===== src/rtl/serial_adder.sv =====
// Bit-serial adder: one full_adder cell processes one operand bit per clock.
// Optional signed-overflow output enabled by defining SERIAL_ADDER_OVF_EN.

module full_adder (
    output logic s,
    output logic cout,
    input  logic a,
    input  logic b,
    input  logic c
);

    // Single-bit sum and carry
    always_comb begin
        s    = a ^ b ^ c;
        cout = (a & b) | (c & (a ^ b));
    end

endmodule

module serial_adder #(
    parameter int WIDTH = 8
) (
    input  logic             clk,
    input  logic             rst,
    input  logic             start,
    input  logic [WIDTH-1:0] a,
    input  logic [WIDTH-1:0] b,
    input  logic             cin,
    output logic [WIDTH-1:0] sum,
    output logic             cout,
    output logic             busy,
    output logic             done
`ifdef SERIAL_ADDER_OVF_EN
    ,
    output logic             ovf
`endif
);

    localparam int CW = (WIDTH > 1) ? $clog2(WIDTH) : 1;

    typedef enum logic [1:0] {
        IDLE = 2'd0,
        RUN  = 2'd1,
        DONE = 2'd2
    } state_t;

    state_t           state_q, state_d;
    logic [WIDTH-1:0] a_sh_q, a_sh_d;
    logic [WIDTH-1:0] b_sh_q, b_sh_d;
    logic [WIDTH-1:0] res_q, res_d;
    logic [WIDTH-1:0] sum_q, sum_d;
    logic [CW-1:0]    cnt_q, cnt_d;
    logic             carry_q, carry_d;
    logic             cout_q, cout_d;
    logic             busy_q, busy_d;
    logic             done_q, done_d;
`ifdef SERIAL_ADDER_OVF_EN
    logic             ovf_q, ovf_d;
`endif

    logic             fa_s;
    logic             fa_cout;
    logic             last_bit_s;

    full_adder u_fa (
        .s    (fa_s),
        .cout (fa_cout),
        .a    (a_sh_q[0]),
        .b    (b_sh_q[0]),
        .c    (carry_q)
    );

    assign last_bit_s = (cnt_q == CW'(WIDTH - 1));

    // Next-state, datapath and output decode
    always_comb begin
        state_d = state_q;
        a_sh_d  = a_sh_q;
        b_sh_d  = b_sh_q;
        res_d   = res_q;
        sum_d   = sum_q;
        cnt_d   = cnt_q;
        carry_d = carry_q;
        cout_d  = cout_q;
`ifdef SERIAL_ADDER_OVF_EN
        ovf_d   = ovf_q;
`endif
        case (state_q)
            IDLE, DONE: begin
                if (start) begin
                    a_sh_d  = a;
                    b_sh_d  = b;
                    carry_d = cin;
                    res_d   = {WIDTH{1'b0}};
                    cnt_d   = {CW{1'b0}};
                    state_d = RUN;
                end else begin
                    state_d = IDLE;
                end
            end
            RUN: begin
                // LSB-first operands, result bits enter at the MSB end
                a_sh_d  = a_sh_q >> 1;
                b_sh_d  = b_sh_q >> 1;
                carry_d = fa_cout;
                res_d   = {fa_s, res_q[WIDTH-1:1]};
                if (last_bit_s) begin
                    cnt_d   = {CW{1'b0}};
                    sum_d   = {fa_s, res_q[WIDTH-1:1]};
                    cout_d  = fa_cout;
`ifdef SERIAL_ADDER_OVF_EN
                    ovf_d   = carry_q ^ fa_cout;
`endif
                    state_d = DONE;
                end else begin
                    cnt_d   = cnt_q + CW'(1);
                    state_d = RUN;
                end
            end
            default: begin
                state_d = IDLE;
            end
        endcase
        busy_d = (state_d == RUN);
        done_d = (state_d == DONE);
    end

    // State and datapath registers
    always_ff @(posedge clk or posedge rst) begin
        if (rst) begin
            state_q <= IDLE;
            a_sh_q  <= {WIDTH{1'b0}};
            b_sh_q  <= {WIDTH{1'b0}};
            res_q   <= {WIDTH{1'b0}};
            sum_q   <= {WIDTH{1'b0}};
            cnt_q   <= {CW{1'b0}};
            carry_q <= 1'b0;
            cout_q  <= 1'b0;
            busy_q  <= 1'b0;
            done_q  <= 1'b0;
`ifdef SERIAL_ADDER_OVF_EN
            ovf_q   <= 1'b0;
`endif
        end else begin
            state_q <= state_d;
            a_sh_q  <= a_sh_d;
            b_sh_q  <= b_sh_d;
            res_q   <= res_d;
            sum_q   <= sum_d;
            cnt_q   <= cnt_d;
            carry_q <= carry_d;
            cout_q  <= cout_d;
            busy_q  <= busy_d;
            done_q  <= done_d;
`ifdef SERIAL_ADDER_OVF_EN
            ovf_q   <= ovf_d;
`endif
        end
    end

    assign sum  = sum_q;
    assign cout = cout_q;
    assign busy = busy_q;
    assign done = done_q;
`ifdef SERIAL_ADDER_OVF_EN
    assign ovf  = ovf_q;
`endif

endmodule


===== config.mk =====
export PLATFORM = sky130hd
export DESIGN_NAME = serial_adder
export DESIGN_NICKNAME = d
export VERILOG_FILES = /design/src/rtl/serial_adder.sv
export SDC_FILE = /design/constraint.sdc
export NUM_CORES = 1
export LEC_CHECK = 0
export CAP_MARGIN = 20
export CORE_ASPECT_RATIO = 1.2
export CORE_MARGIN = 10
export CORE_UTILIZATION = 55
export CTS_CLUSTER_DIAMETER = 80
export DETAILED_ROUTE_END_ITERATION = 8
export PLACE_DENSITY = 0.88
export RECOVER_POWER = 100
export SYNTH_ARGS = -nofsm -noshare
export SYNTH_HDL_FRONTEND = slang
export SYNTH_HIERARCHICAL = 1
export SYNTH_SLANG_ARGS = --single-unit

===== constraint.sdc =====
create_clock -name clk -period 2.7 [get_ports clk]
set_input_delay 0.405 -clock clk [delete_from_list [all_inputs] [get_ports clk]]
set_output_delay 0.405 -clock clk [all_outputs]
set_load 0.02 [all_outputs]

==> metrics.md <==
| Metric | Value |
|---|---|
| Post-CTS Hold Buffers | 0 |
| Count of pins over their slew limit | 0 |
| Critical path's slowest cell | dlygate4sd3_1 |
| Drt via density | 5.67 |
| Async S/R FF share, synth | 100% |
| Clock Skews | 0.00946 ns |
| #FFs+latches synth | 40 |
| Number of setup buffers added after CTS | 0 |
| Leakage | 0.926 nW |
| CTS tree | done |
| Ant. Diodes | 0 |
| Top_reg_cell synth | dfrtp_1 |
| Crit path max fanout | 15 |
| Net switching power | 0.853 mW |
| Initial antenna violation count | 0 |
| Share of the synthesized area in the top cell type | 58.0% |
| Die height | 81.4 um |
| Top-count cell post-synth | dfrtp_1 |
| GRT Residual Overflow | 0 |
| FF+latch area | 1000 um^2 |
| Top post-synthesis cells by area | dfrtp_1 (58%), mux2_4 (7.8%), a22o_1 (4.6%) |
| Total Routing Usage GR | 12.4% |
| Dpl cells | 197 |
| Initial DRT Pass Iterations | 4 |
| Final setup violation count | 0 |
| Cell variety after synth | 28 |
| Final Non-Filler Cells | 205 |
| Vias | 1162 |
| Most frequent cells after synthesis | dfrtp_1 (40), nor2_1 (13), nor3_1 (13) |
| P&R area growth vs syn | 17.3% |
| Slowest stage delay, CP | 0.69 ns |
| Post-Place Worst Slack | 0.819 ns |
| Tcrit/Tclk final | 76.8% |
| Hold Crit Class | reg2reg |
| Vias in the first global route | 1247 |
| DRC violations left | 0 |
| Final hold vios | 0 |
| Die width | 71.1 um |
| Net count after synthesis | 162 |
| Total power | 2.29 mW |
| HPWL after detailed placement | 2530 um |
| CTS Sinks | 40 |
| Tmin final | 2.07 ns |
| Pint | 1.44 mW |
| Fin worst setup slack | 0.626 ns |
| CP Capture Type | flip-flop |
| Fillers | 254 |
| Peak supply drop | 0.000707 V |
| CP Class | in2reg |
| Power per cell area | 1130 nW/um^2 |
| Initial DRC Count | 75 |
| Clk buf depth | 2 |
| CP bufs+invs | 2 |
| Cells after Synth | 139 |
| Critical path startpoint category | input pin |
| Worst-Margin Slew | 0.953 ns |
| Largest net degree at the start of global routing | 41 |
| Combinational Power Share | 40.4% |
| H-tree levels | 2 |
| Die ar. | 5790 um^2 |
| CTS Root Cell | clkbuf_4 |
| Starting Density | 57.0% |
| WP data arrival | 2.32 ns |
| Clock Pin Slew Worst Setup and Hold Paths | 0.11 ns |
| FMAX | 482 MHz |
| Total Wirelength | 3410 um |
| Gpl congestion | 0.779 |
| Num CTS Buffers | 5 |
| Clk_lat worst skew | 0.35 ns |
| CP top delay family | buffers and inverters |
| Yosys warnings | 6 |
| Maxcap violations | 0 |
| CP cell instances | dlygate4sd3_1 > nor2b_1 > clkbuf_1 > nor2_1 > a22o_1 |
| Net Sw Frac | 37.2% |
| RSZ-0062 raised after global routing | false |
| DR WL/cell | 16.6 um |
| Share of power burned in registers | 46.1% |
| Ports | 31 |
| Mapped Area | 1730 um^2 |
| Worst rel slew slack | 36.5% |
| Area of the multi-input gates | 588 um^2 |
| ANT nets after route | 0 |
| Final Util | 66.9% |
| Status | completed |
| Avg Cell Area, Syn | 12.4 um^2 |
| Final TNS setup | 0 ns |
| Fin nets | 191 |
| Port Buf Inserts | 30 |
| FP Rows | 22 |
| Core area | 3030 um^2 |
| Layout cells sized above 1 | 8.28% |
| Largest area contributor in the netlist | dfrtp_1 |
| Clk pwr share | 13.5% |
| Sequential-to-total area share from yosys stat | 58.0% |
| Number of synthesized flops with an enable pin | 0 |
| First-pass GRT wire length | 5860 um |
| Data required time of the worst path | 2.95 ns |
| # resized after CTS | 0 |
[final timing paths]
kind / slack, ns / from / end / cells after the start
max: 0.63 / start / res_q[4]$_DFFE_PP0P_ / 5
max reg2reg: 0.77 / cnt_q[0]$_DFFE_PP0P_ / sum[7]$_DFFE_PP0P_ / 5
min in group asynchronous: 0.79 / rst / b_sh_q[0]$_DFFE_PP0P_ / 3
min: 0.51 / sum[2]$_DFFE_PP0P_ / sum[2]$_DFFE_PP0P_ / 1
min reg2reg: 0.51 / sum[2]$_DFFE_PP0P_ / sum[2]$_DFFE_PP0P_ / 1
max in group asynchronous: 1.33 / rst / res_q[2]$_DFFE_PP0P_ / 3
[flip-flops by register name (all words and copies together), names as in the netlist]
register,cells
b_sh_q,8
sum,8
res_q,7
carry_q,1
done,1
busy,1
state_q,2
cout,1
cnt_q,3
a_sh_q,8
[metal layers]
metal / vias to the layer above / wire, um / track usage [%] / part of all wire, %
li1: 550 / - / - / -
met5: - / 0 / 0 / 0
met3: 6 / 233 / 5.49 / 6.8
met1: 573 / 1370 / 13.1 / 40
met2: 33 / 1740 / 21.5 / 51
met4: 0 / 56 / 5.04 / 1.6
[final cells by class]
class                      count  share of cell area, %
clock buffer                   6                   2.53
sequential                    40                   49.4
timing repair buffer          33                   15.6
inverter                       3                  0.618
tap                           36                   2.22
clock inverter                 2                  0.494
multi-input combinational     85                   29.0
[metrics by stage]
stage	hold WS, ns	cell area (um^2)
3_5_place_dp	0.497	2020
5_1_grt	0.537	2020
3_3_place_gp	0.489	2020
2_1_floorplan	0.468	1730
6_report	0.506	2020
4_1_cts	0.484	2090
[power groups by stage]
stage               clock [mW]  combinational [mW]  sequential (mW)
floorplan                    0               0.734             1.10
CTS                      0.320                1.05             1.07
finish                   0.309               0.926             1.06
global placement             0               0.999             1.06
detailed placement           0                1.04             1.08
global route             0.345                1.03             1.09
[cells by family (layout without fill, tap and decap cells)]
kind of cell | Yosys count | in the layout | share of synthesized area (%)
DFF | 40 | 40 | 58.0
and+or+nand+nor | 39 | 39 | 12.3
AOI/OAI and AO/OA | 30 | 30 | 12.1
buffers and inverters | 14 | 44 | 4.79
muxes | 13 | 13 | 10.2
adders and majority gates | 3 | 3 | 2.61
[cell usage in the layout (no fill, tap or decap), types with 2 or more instances in the layout]
master | synthesis | final
dlygate4sd3_1 | 0 | 13
nor2b_1 | 2 | 2
o21ai_0 | 4 | 4
o22ai_1 | 12 | 12
mux2_1 | 0 | 8
inv_1 | 2 | 2
nor2_1 | 13 | 14
clkdlybuf4s50_1 | 0 | 17
a22oi_1 | 2 | 2
nand2b_1 | 2 | 2
nor3_1 | 13 | 13
nand3_1 | 4 | 4
dfrtp_1 | 40 | 40
clkinv_2 | 0 | 2
clkbuf_4 | 0 | 5
mux2i_1 | 3 | 3
ha_1 | 2 | 2
nand2_1 | 2 | 3
a22o_1 | 9 | 9
(Power assumes the default switching activity.)
